### config.mk
export PLATFORM = sky130hd
export DESIGN_NAME = tug_match_ctrl
export DESIGN_NICKNAME = d
export VERILOG_FILES = /design/src/rtl/tug_match_ctrl.sv
export SDC_FILE = /design/constraint.sdc
export NUM_CORES = 1
export LEC_CHECK = 0
export CAP_MARGIN = 20
export CORE_MARGIN = 8
export CORE_UTILIZATION = 41
export DETAILED_ROUTE_END_ITERATION = 10
export GPL_TIMING_DRIVEN = 0
export PLACE_DENSITY_LB_ADDON = 0.15
export SKIP_CTS_REPAIR_TIMING = 1
export SLEW_MARGIN = 20
export SYNTH_ARGS = -nofsm -noshare
export SYNTH_HDL_FRONTEND = slang
export SYNTH_SLANG_ARGS = --single-unit
### constraint.sdc
create_clock -name clk -period 1.6 [get_ports clk]
set_input_delay 0.24 -clock clk [delete_from_list [all_inputs] [get_ports clk]]
set_output_delay 0.24 -clock clk [all_outputs]
set_load 0.01 [all_outputs]
### src/rtl/tug_match_ctrl.sv
// tug_match_ctrl
//   Master controller for an N-player tug-of-war match. It steps each round
//   through RESET -> WAIT -> DARK -> PLAY -> GLOAT, keeps a score per player
//   and ends the match in MATCH_END once a player reaches ROUNDS_TO_WIN.
//   A press during DARK can be treated as a false start (foul).
//
// Ports
//   clk          system clock, rising edge
//   rst          asynchronous active-low reset
//   slowen       one-clk slow tick enable
//   rout         random-delay expired flag, only looked at together with slowen
//   winrnd       one-clk pulse: a player claimed the round
//   win_id       id of the claiming player, qualified by winrnd
//   new_match    one-clk pulse: restart once the match has ended
//   clear        clear the rope/position logic
//   leds_on      LED enable
//   led_control  LED display mode
//   score        packed scores, player p at [p*SCORE_W +: SCORE_W]
//   match_over   high while in MATCH_END
//   match_winner id of the match winner, meaningful while match_over=1
//   foul         one-clk pulse after a false start
//   foul_id      id of the last fouling player, held until the next foul
//   state_dbg    current FSM state encoding:
//                0 RESET, 1 WAIT, 2 DARK, 3 PLAY, 4 GLOAT, 5 MATCH_END
//
// Handshake: there is no backpressure. winrnd, slowen and new_match are
// single-cycle strobes sampled on every rising edge; win_id is only meaningful
// in a cycle where winrnd=1, and an id >= NUM_PLAYERS discards the strobe.
module tug_match_ctrl #(
  parameter int NUM_PLAYERS    = 2,
  parameter int PID_W          = 1,
  parameter int SCORE_W        = 3,
  parameter int ROUNDS_TO_WIN  = 3,
  parameter int WAIT_TICKS     = 2,
  parameter int GLOAT_TICKS    = 2,
  parameter int FALSE_START_EN = 1
) (
  input  logic                           clk,
  input  logic                           rst,
  input  logic                           slowen,
  input  logic                           rout,
  input  logic                           winrnd,
  input  logic [PID_W-1:0]               win_id,
  input  logic                           new_match,
  output logic                           clear,
  output logic                           leds_on,
  output logic [1:0]                     led_control,
  output logic [NUM_PLAYERS*SCORE_W-1:0] score,
  output logic                           match_over,
  output logic [PID_W-1:0]               match_winner,
  output logic                           foul,
  output logic [PID_W-1:0]               foul_id,
  output logic [2:0]                     state_dbg
);

  typedef enum logic [2:0] {
    S_RESET     = 3'd0,
    S_WAIT      = 3'd1,
    S_DARK      = 3'd2,
    S_PLAY      = 3'd3,
    S_GLOAT     = 3'd4,
    S_MATCH_END = 3'd5
  } state_t;

  localparam int TICK_MAX = (WAIT_TICKS > GLOAT_TICKS) ? WAIT_TICKS : GLOAT_TICKS;
  localparam int TICK_W   = (TICK_MAX > 1) ? $clog2(TICK_MAX) : 1;
  localparam logic [TICK_W-1:0]  WAIT_LAST  = TICK_W'(WAIT_TICKS - 1);
  localparam logic [TICK_W-1:0]  GLOAT_LAST = TICK_W'(GLOAT_TICKS - 1);
  localparam logic [PID_W:0]     NP_VAL     = (PID_W + 1)'(NUM_PLAYERS);
  localparam logic [SCORE_W-1:0] WIN_SCORE  = SCORE_W'(ROUNDS_TO_WIN);

  state_t                   state, state_nxt;
  logic [TICK_W-1:0]        tick;
  logic                     valid_win;
  logic [SCORE_W-1:0]       cur_score, inc_score;
  logic                     win_final;
  logic                     do_score, do_foul, do_win, do_clr;

  // Out-of-range ids are dropped here so no later logic has to care.
  assign valid_win = winrnd && ({1'b0, win_id} < NP_VAL);

  always_comb begin
    cur_score = '0;
    for (int p = 0; p < NUM_PLAYERS; p++) begin
      if (win_id == PID_W'(p)) cur_score = score[p*SCORE_W +: SCORE_W];
    end
  end

  // Scores stop at ROUNDS_TO_WIN because reaching it ends the match.
  assign inc_score = cur_score + SCORE_W'(1);
  assign win_final = (inc_score == WIN_SCORE);

  always_comb begin
    state_nxt = state;
    do_score  = 1'b0;
    do_foul   = 1'b0;
    do_clr    = 1'b0;
    case (state)
      S_RESET: state_nxt = S_WAIT;
      S_WAIT: begin
        if (slowen && (tick == WAIT_LAST)) state_nxt = S_DARK;
      end
      S_DARK: begin
        // A press beats a same-cycle go signal, so an early press is never
        // promoted into PLAY.
        if (valid_win) begin
          if (FALSE_START_EN != 0) begin
            do_foul   = 1'b1;
            state_nxt = S_WAIT;
          end else begin
            do_score  = 1'b1;
            state_nxt = win_final ? S_MATCH_END : S_GLOAT;
          end
        end else if (slowen && rout) begin
          state_nxt = S_PLAY;
        end
      end
      S_PLAY: begin
        if (valid_win) begin
          do_score  = 1'b1;
          state_nxt = win_final ? S_MATCH_END : S_GLOAT;
        end
      end
      S_GLOAT: begin
        if (slowen && (tick == GLOAT_LAST)) state_nxt = S_DARK;
      end
      S_MATCH_END: begin
        if (new_match) begin
          do_clr    = 1'b1;
          state_nxt = S_WAIT;
        end
      end
      default: state_nxt = S_RESET;
    endcase
  end

  assign do_win = do_score && win_final;

  always_ff @(posedge clk or negedge rst) begin
    if (!rst) begin
      state        <= S_RESET;
      tick         <= '0;
      score        <= '0;
      match_winner <= '0;
      foul         <= 1'b0;
      foul_id      <= '0;
    end else begin
      state <= state_nxt;
      // Every state entry restarts the tick count; self-loops keep counting.
      if (state_nxt != state) tick <= '0;
      else if (slowen)        tick <= tick + TICK_W'(1);
      if (do_clr) begin
        score <= '0;
      end else if (do_score) begin
        for (int p = 0; p < NUM_PLAYERS; p++) begin
          if (win_id == PID_W'(p)) score[p*SCORE_W +: SCORE_W] <= inc_score;
        end
      end
      if (do_win)  match_winner <= win_id;
      foul <= do_foul;
      if (do_foul) foul_id <= win_id;
    end
  end

  always_comb begin
    leds_on     = 1'b1;
    clear       = 1'b1;
    led_control = 2'b11;
    case (state)
      S_RESET, S_WAIT: begin leds_on = 1'b1; clear = 1'b1; led_control = 2'b11; end
      S_DARK:          begin leds_on = 1'b0; clear = 1'b0; led_control = 2'b00; end
      S_PLAY:          begin leds_on = 1'b1; clear = 1'b0; led_control = 2'b10; end
      S_GLOAT:         begin leds_on = 1'b1; clear = 1'b1; led_control = 2'b10; end
      S_MATCH_END:     begin leds_on = 1'b1; clear = 1'b1; led_control = 2'b01; end
      default:         begin leds_on = 1'b1; clear = 1'b1; led_control = 2'b11; end
    endcase
  end

  assign match_over = (state == S_MATCH_END);
  assign state_dbg  = state;

endmodule

After elaboration in Yosys (flattened, before gate mapping)
Cells that the tools add are included.
{"block": "word_totals", "output_inout_bits": 17, "memories": 0, "latchBits": 0, "mem_bits_ro": 0, "reg_bits": 13, "mem_bits_rw": 0, "in_bits": 7}
{"block": "classes", "n_lt_le_gt_ge": 0, "n_bitwise": 0, "n_reduce_logical": 12, "n_shift": 0, "addsub": 2, "n_div": 0, "n_mul": 0, "muxes": 22, "n_eq_ne": 8}
{"op": "2-to-1 mux 3 bit", "count": 8}
{"op": "case mux 3 bit (5 select lines)", "count": 1}
{"op": "2-to-1 mux 6 bit", "count": 2}
{"op": "2-to-1 mux 1 bit", "count": 10}
{"op": "== test 3 x 2 -> 1 bit, second input constant", "count": 3}
{"op": "== test 3 bit, second input constant", "count": 2}
{"op": "case mux 2 bit (3 select lines)", "count": 1}
{"op": "nonzero test 2 bit", "count": 3}
{"op": "OR reduction 2 bit", "count": 3}
{"op": "AND reduction 2 bit", "count": 2}
{"op": "adder 3 x 1 -> 3 bit, second input constant", "count": 1}
{"op": "== test 3 x 1 -> 1 bit, second input constant", "count": 1}
{"op": "logical AND 1 bit", "count": 3}
{"op": "zero test 3 bit", "count": 1}
{"op": "!= test 3 bit", "count": 1}
{"op": "!= test 2 x 1 -> 1 bit, second input constant", "count": 1}
{"op": "adder 1 bit, second input constant", "count": 1}

Logic depth before layout (Yosys ltp)
{"block": "logic_depth", "depth_word": 8, "depth_mapped": 7}

Worst setup path before layout
No wires, ideal clock.
{"block": "synth_timing", "kind": "in2reg", "from": "in win_id", "to": "reg match_winner", "t_required_ns": 1.499, "n_path_buf": 1, "slack_ns": -0.031, "arrival_time_ns": 1.530, "path_stages": 6, "setup_ns": 0.101, "path_cell_list": "buf_6 > mux2_2 > ha_1 > nand2b_1 > mux2_4 > o311ai_2"}
{"block": "synth_via", "elab_chain_len": 4}
{"item": "start, declared", "line_no": "43", "rtl": "input logic [PID_W-1:0] win_id,"}
{"item": "2-to-1 mux 3 bit", "line_no": "85", "rtl": "if (win_id == PID_W'(p)) cur_score = score[p*SCORE_W +: SCORE_W];"}
{"item": "adder 3 x 1 -> 3 bit", "line_no": "90", "rtl": "assign inc_score = cur_score + SCORE_W'(1);"}
{"item": "== test 3 x 2 -> 1 bit", "line_no": "91", "rtl": "assign win_final = (inc_score == WIN_SCORE);"}
{"item": "logical AND 1 bit", "line_no": "137", "rtl": "assign do_win = do_score && win_final;"}
{"item": "end signal, assigned", "line_no": "159", "rtl": "if (do_win) match_winner <= win_id;"}
{"item": "end, declared", "line_no": "50", "rtl": "output logic [PID_W-1:0] match_winner,"}
Parallel ways exist; a longest one is shown, timed or not.
A chain may end at the register's enable or synchronous reset.

Worst setup path in the final report
{"block": "layout_timing", "from": "reg score[1]", "to": "reg match_winner"}
{"block": "layout_via", "elab_chain_len": 4}
{"item": "start, declared", "line_no": "48", "rtl": "output logic [NUM_PLAYERS*SCORE_W-1:0] score,"}
{"item": "start signal, assigned by index", "line_no": "156", "rtl": "if (win_id == PID_W'(p)) score[p*SCORE_W +: SCORE_W] <= inc_score;"}
{"item": "2-to-1 mux 3 bit", "line_no": "85"}
{"item": "adder 3 x 1 -> 3 bit", "line_no": "90"}
{"item": "== test 3 x 2 -> 1 bit", "line_no": "91"}
{"item": "logical AND 1 bit", "line_no": "137"}
No other way between the ends.

==> key figures <==
Timing
  – Max Slew Vio Count: 0
  – Maximum clock frequency: 617.6 MHz
  – Fin crit period: 1.619 ns
  – Fin worst setup slack: -0.01907 ns
  – RSZ-0062 raised after global routing: yes
  – Hold slack final: 0.2104 ns
  – Final setup viols: 1
  – Relative slew slack: 0.5988
  – Worst-margin pin slew: 0.5999 ns
  – Clock Skews: 0.002081 ns
  – Period utilization: 1.012
  – Fin. Hold Viols: 0

Worst setup path
  – Worst EP arrival: 1.81 ns
  – Stages on the worst setup path: 5
  – R2R cell count: 5
  – CP endpoint kind: register
  – Crit Path Max Fanout: 5
  – CP top delay family: multiplexers
  – Startpoint types: register
  – Critical Path RT: 1.79 ns
  – Critical path class: register to register
  – Slowest Stage Delay on Critical Path: 0.40 ns
  – Worst path bufs/invs: 0
  – CP max stage cell: dfrtp_1
  – Critical path cell sequence: mux2_2, ha_4, nand2b_4, mux2_4, o311ai_4

Layout
  – FF+latch area: 326.6 µm²
  – # diodes: 0
  – Fill cell count: 162
  – Share of layout cells above drive strength 1: 0.3279
  – Final nets: 132
  – Area delta synth->final: 55.17%
  – Multi-input gate area: 531.8 µm²

Global route
  – GRT Overall Usage: 0.1113
  – Grt ovf: 0
  – Pin count of the biggest net entering global routing: 14
  – Initial antenna violation count: 0
  – First-pass GRT wire length: 3077 µm
  – Vias in the first global route: 686

Detailed routing
  – WL/cell: 13.89 µm
  – Routed vias/inst: 5.201
  – DR iter-0 viols: 17
  – Final ANT Viol Nets: 0
  – Total Wirelength: 2070 µm
  – Via count: 775
  – # DRC: 0
  – Pre-Repair DR Iteration Count: 4

Clock tree
  – Clock transition at path regs: 0.08 ns
  – Worst-Skew Late Latency: 0.28 ns
  – Root Buffer: clkbuf_4
  – CTS max path bufs: 2
  – CTS Buf Count: 3
  – H-Tree Depth: 1
  – # clock sinks: 13
  – TritonCTS clock tree: done

Synth
  – Synth warn: 0
  – Mean post-synth cell area: 10.05 µm²
  – Synthesized cell area: 834.6 µm²
  – Syn_nets: 92
  – Yosys reg bits: 13
  – Cells after Synth: 83
  – Register area share after synthesis: 0.3898
  – Synth cell types: 33

Power
  – LEAKAGE: 0.6087 nW
  – Pwr dens: 1801 nW/µm²
  – Peak supply drop: 1.129 mV

Placed design
  – IO buf count: 22
  – Hpwl dp: 1421 µm
  – DP Worst Slack: -0.2151 ns
  – RD Place Congestion: 0.7775

Worst hold path
  – Hold Path Depth: 2
  – HP Class: primary input to register

Die
  – Total die area: 3735 µm²
  – Chip height: 61.12 µm
  – Initial Utilization: 0.4298
  – Die Width: 61.12 µm
  – Row count: 16
  – Core area: 1942 µm²
  – Total I/O pin count: 24

Run status
  – Outcome: finished, violations left
  – Violated checks: negative setup slack

Run
  – Max-Cap Viols: 0
## final timing paths
check	from	endpoint	slack, ns
worst max-delay path	score[1]$_DFFE_PN0P_	match_winner$_DFFE_PN0P_	-0.02
worst max register to register	score[1]$_DFFE_PN0P_	match_winner$_DFFE_PN0P_	-0.02
max in group asynchronous	rst	state_dbg[1]$_DFF_PN0_	0.85
worst min-delay path	win_id	score[4]$_DFFE_PN0P_	0.21
min in group asynchronous	rst	foul$_DFF_PN0_	0.33
worst min register to register	foul_id$_DFFE_PN0P_	foul_id$_DFFE_PN0P_	0.49
## registers in the layout (all words and copies together) (netlist names)
register,flops
foul,1
foul_id,1
match_winner,1
score,6
state_dbg,3
tick,1
## where the power goes
group	total [mW]	switching, mW	internal (mW)
Sequential	0.596	0.126	0.470
Clock	0.210	0.113	0.0969
Combinational	1.53	0.656	0.870
## kinds of logic (layout without fill, tap and decap cells)
kind of cell             Yosys count  count (layout)  share of synthesized area
buffers and inverters              9              48                    0.05698
XOR/XNOR                           1               1                    0.01050
AO/OA/AOI/OAI                     16              16                     0.1409
flip-flops                        13              13                     0.3898
AND/OR/NAND/NOR                   33              33                     0.2534
adder cells (fa/ha/maj)            2               2                    0.02998
multiplexers                       9               9                     0.1184
## final cells by class
| class | count | share of cell area |
|---|---|---|
| well taps | 27 | 0.02609 |
| clock buffers | 4 | 0.02029 |
| inverters | 5 | 0.01449 |
| plain buffers | 4 | 0.03188 |
| multi-input cells | 61 | 0.4106 |
| flip-flops and latches | 13 | 0.2522 |
| repair buffers | 35 | 0.2444 |
## synth_stat cells
cell	count	area [µm²]
dfrtp_1	13	325.3
nand4b_4	1	23.77
and4b_1	1	10.01
xor2_1	1	8.760
and3_1	3	18.77
buf_4	1	7.510
and2_2	1	7.510
o21ai_0	4	20.02
ha_1	2	25.02
mux2_2	2	22.52
a211oi_1	2	15.01
mux2_4	1	15.01
o2bb2ai_1	1	8.760
inv_1	5	18.77
mux2i_1	5	50.05
nor2_1	2	7.510
a211oi_2	1	12.51
nand4b_1	2	17.52
o311ai_2	1	16.27
nand3_1	2	10.01
or2b_1	1	7.510
nand2b_1	3	18.77
mux2_1	1	11.26
a21boi_0	1	7.510
and2_1	1	6.260
or3_1	2	12.51
buf_6	1	11.26
nand2_1	9	33.78
a311oi_1	2	17.52
a21oi_1	4	20.02
buf_2	2	10.01
nor3b_2	1	12.51
nor2b_1	4	25.02
## routing by layer
metal | track usage | wire [µm] | up-vias
li1 | - | - | 378
met1 | 0.1348 | 929 | 362
met2 | 0.1672 | 941 | 30
met3 | 0.03340 | 157 | 5
met4 | 0.06977 | 41 | 0
met5 | 0 | 0 | -
## stage by stage
| stage | setup TNS, ns | power, mW | instance area (µm²) | std cells | utilization |
|---|---|---|---|---|---|
| 5_1_grt | -0.3685 | 2.476 | 1295 | 149 | 0.6669 |
| 3_5_place_dp | -0.6258 | 1.756 | 1091 | 132 | 0.5619 |
| 6_report | -0.01907 | 2.332 | 1295 | 149 | 0.6669 |
| 3_3_place_gp | -0.6101 | 1.734 | 1091 | 132 | 0.5619 |
| 4_1_cts | -2.187 | 1.974 | 1117 | 136 | 0.5754 |
| 2_1_floorplan | 0 | 1.250 | 837.1 | 83 | - |
## placed cells by master, fill, tap and decap left out, types with 2 or more instances in the layout
cell type,count
a211oi_1,2
a21oi_1,3
a311oi_1,2
and3_1,3
buf_2,2
buf_4,12
buf_6,4
clkbuf_4,3
clkdlybuf4s50_1,17
dfrtp_1,12
dlymetal6s2s_1,3
ha_4,2
inv_1,4
mux2_2,2
mux2i_1,4
nand2_1,9
nand2b_1,2
nand3_1,2
nand4b_1,2
nor2_1,2
nor2b_1,3
o21ai_0,3
or3_1,2
Note: power is estimated with default switching activity, not from simulation.
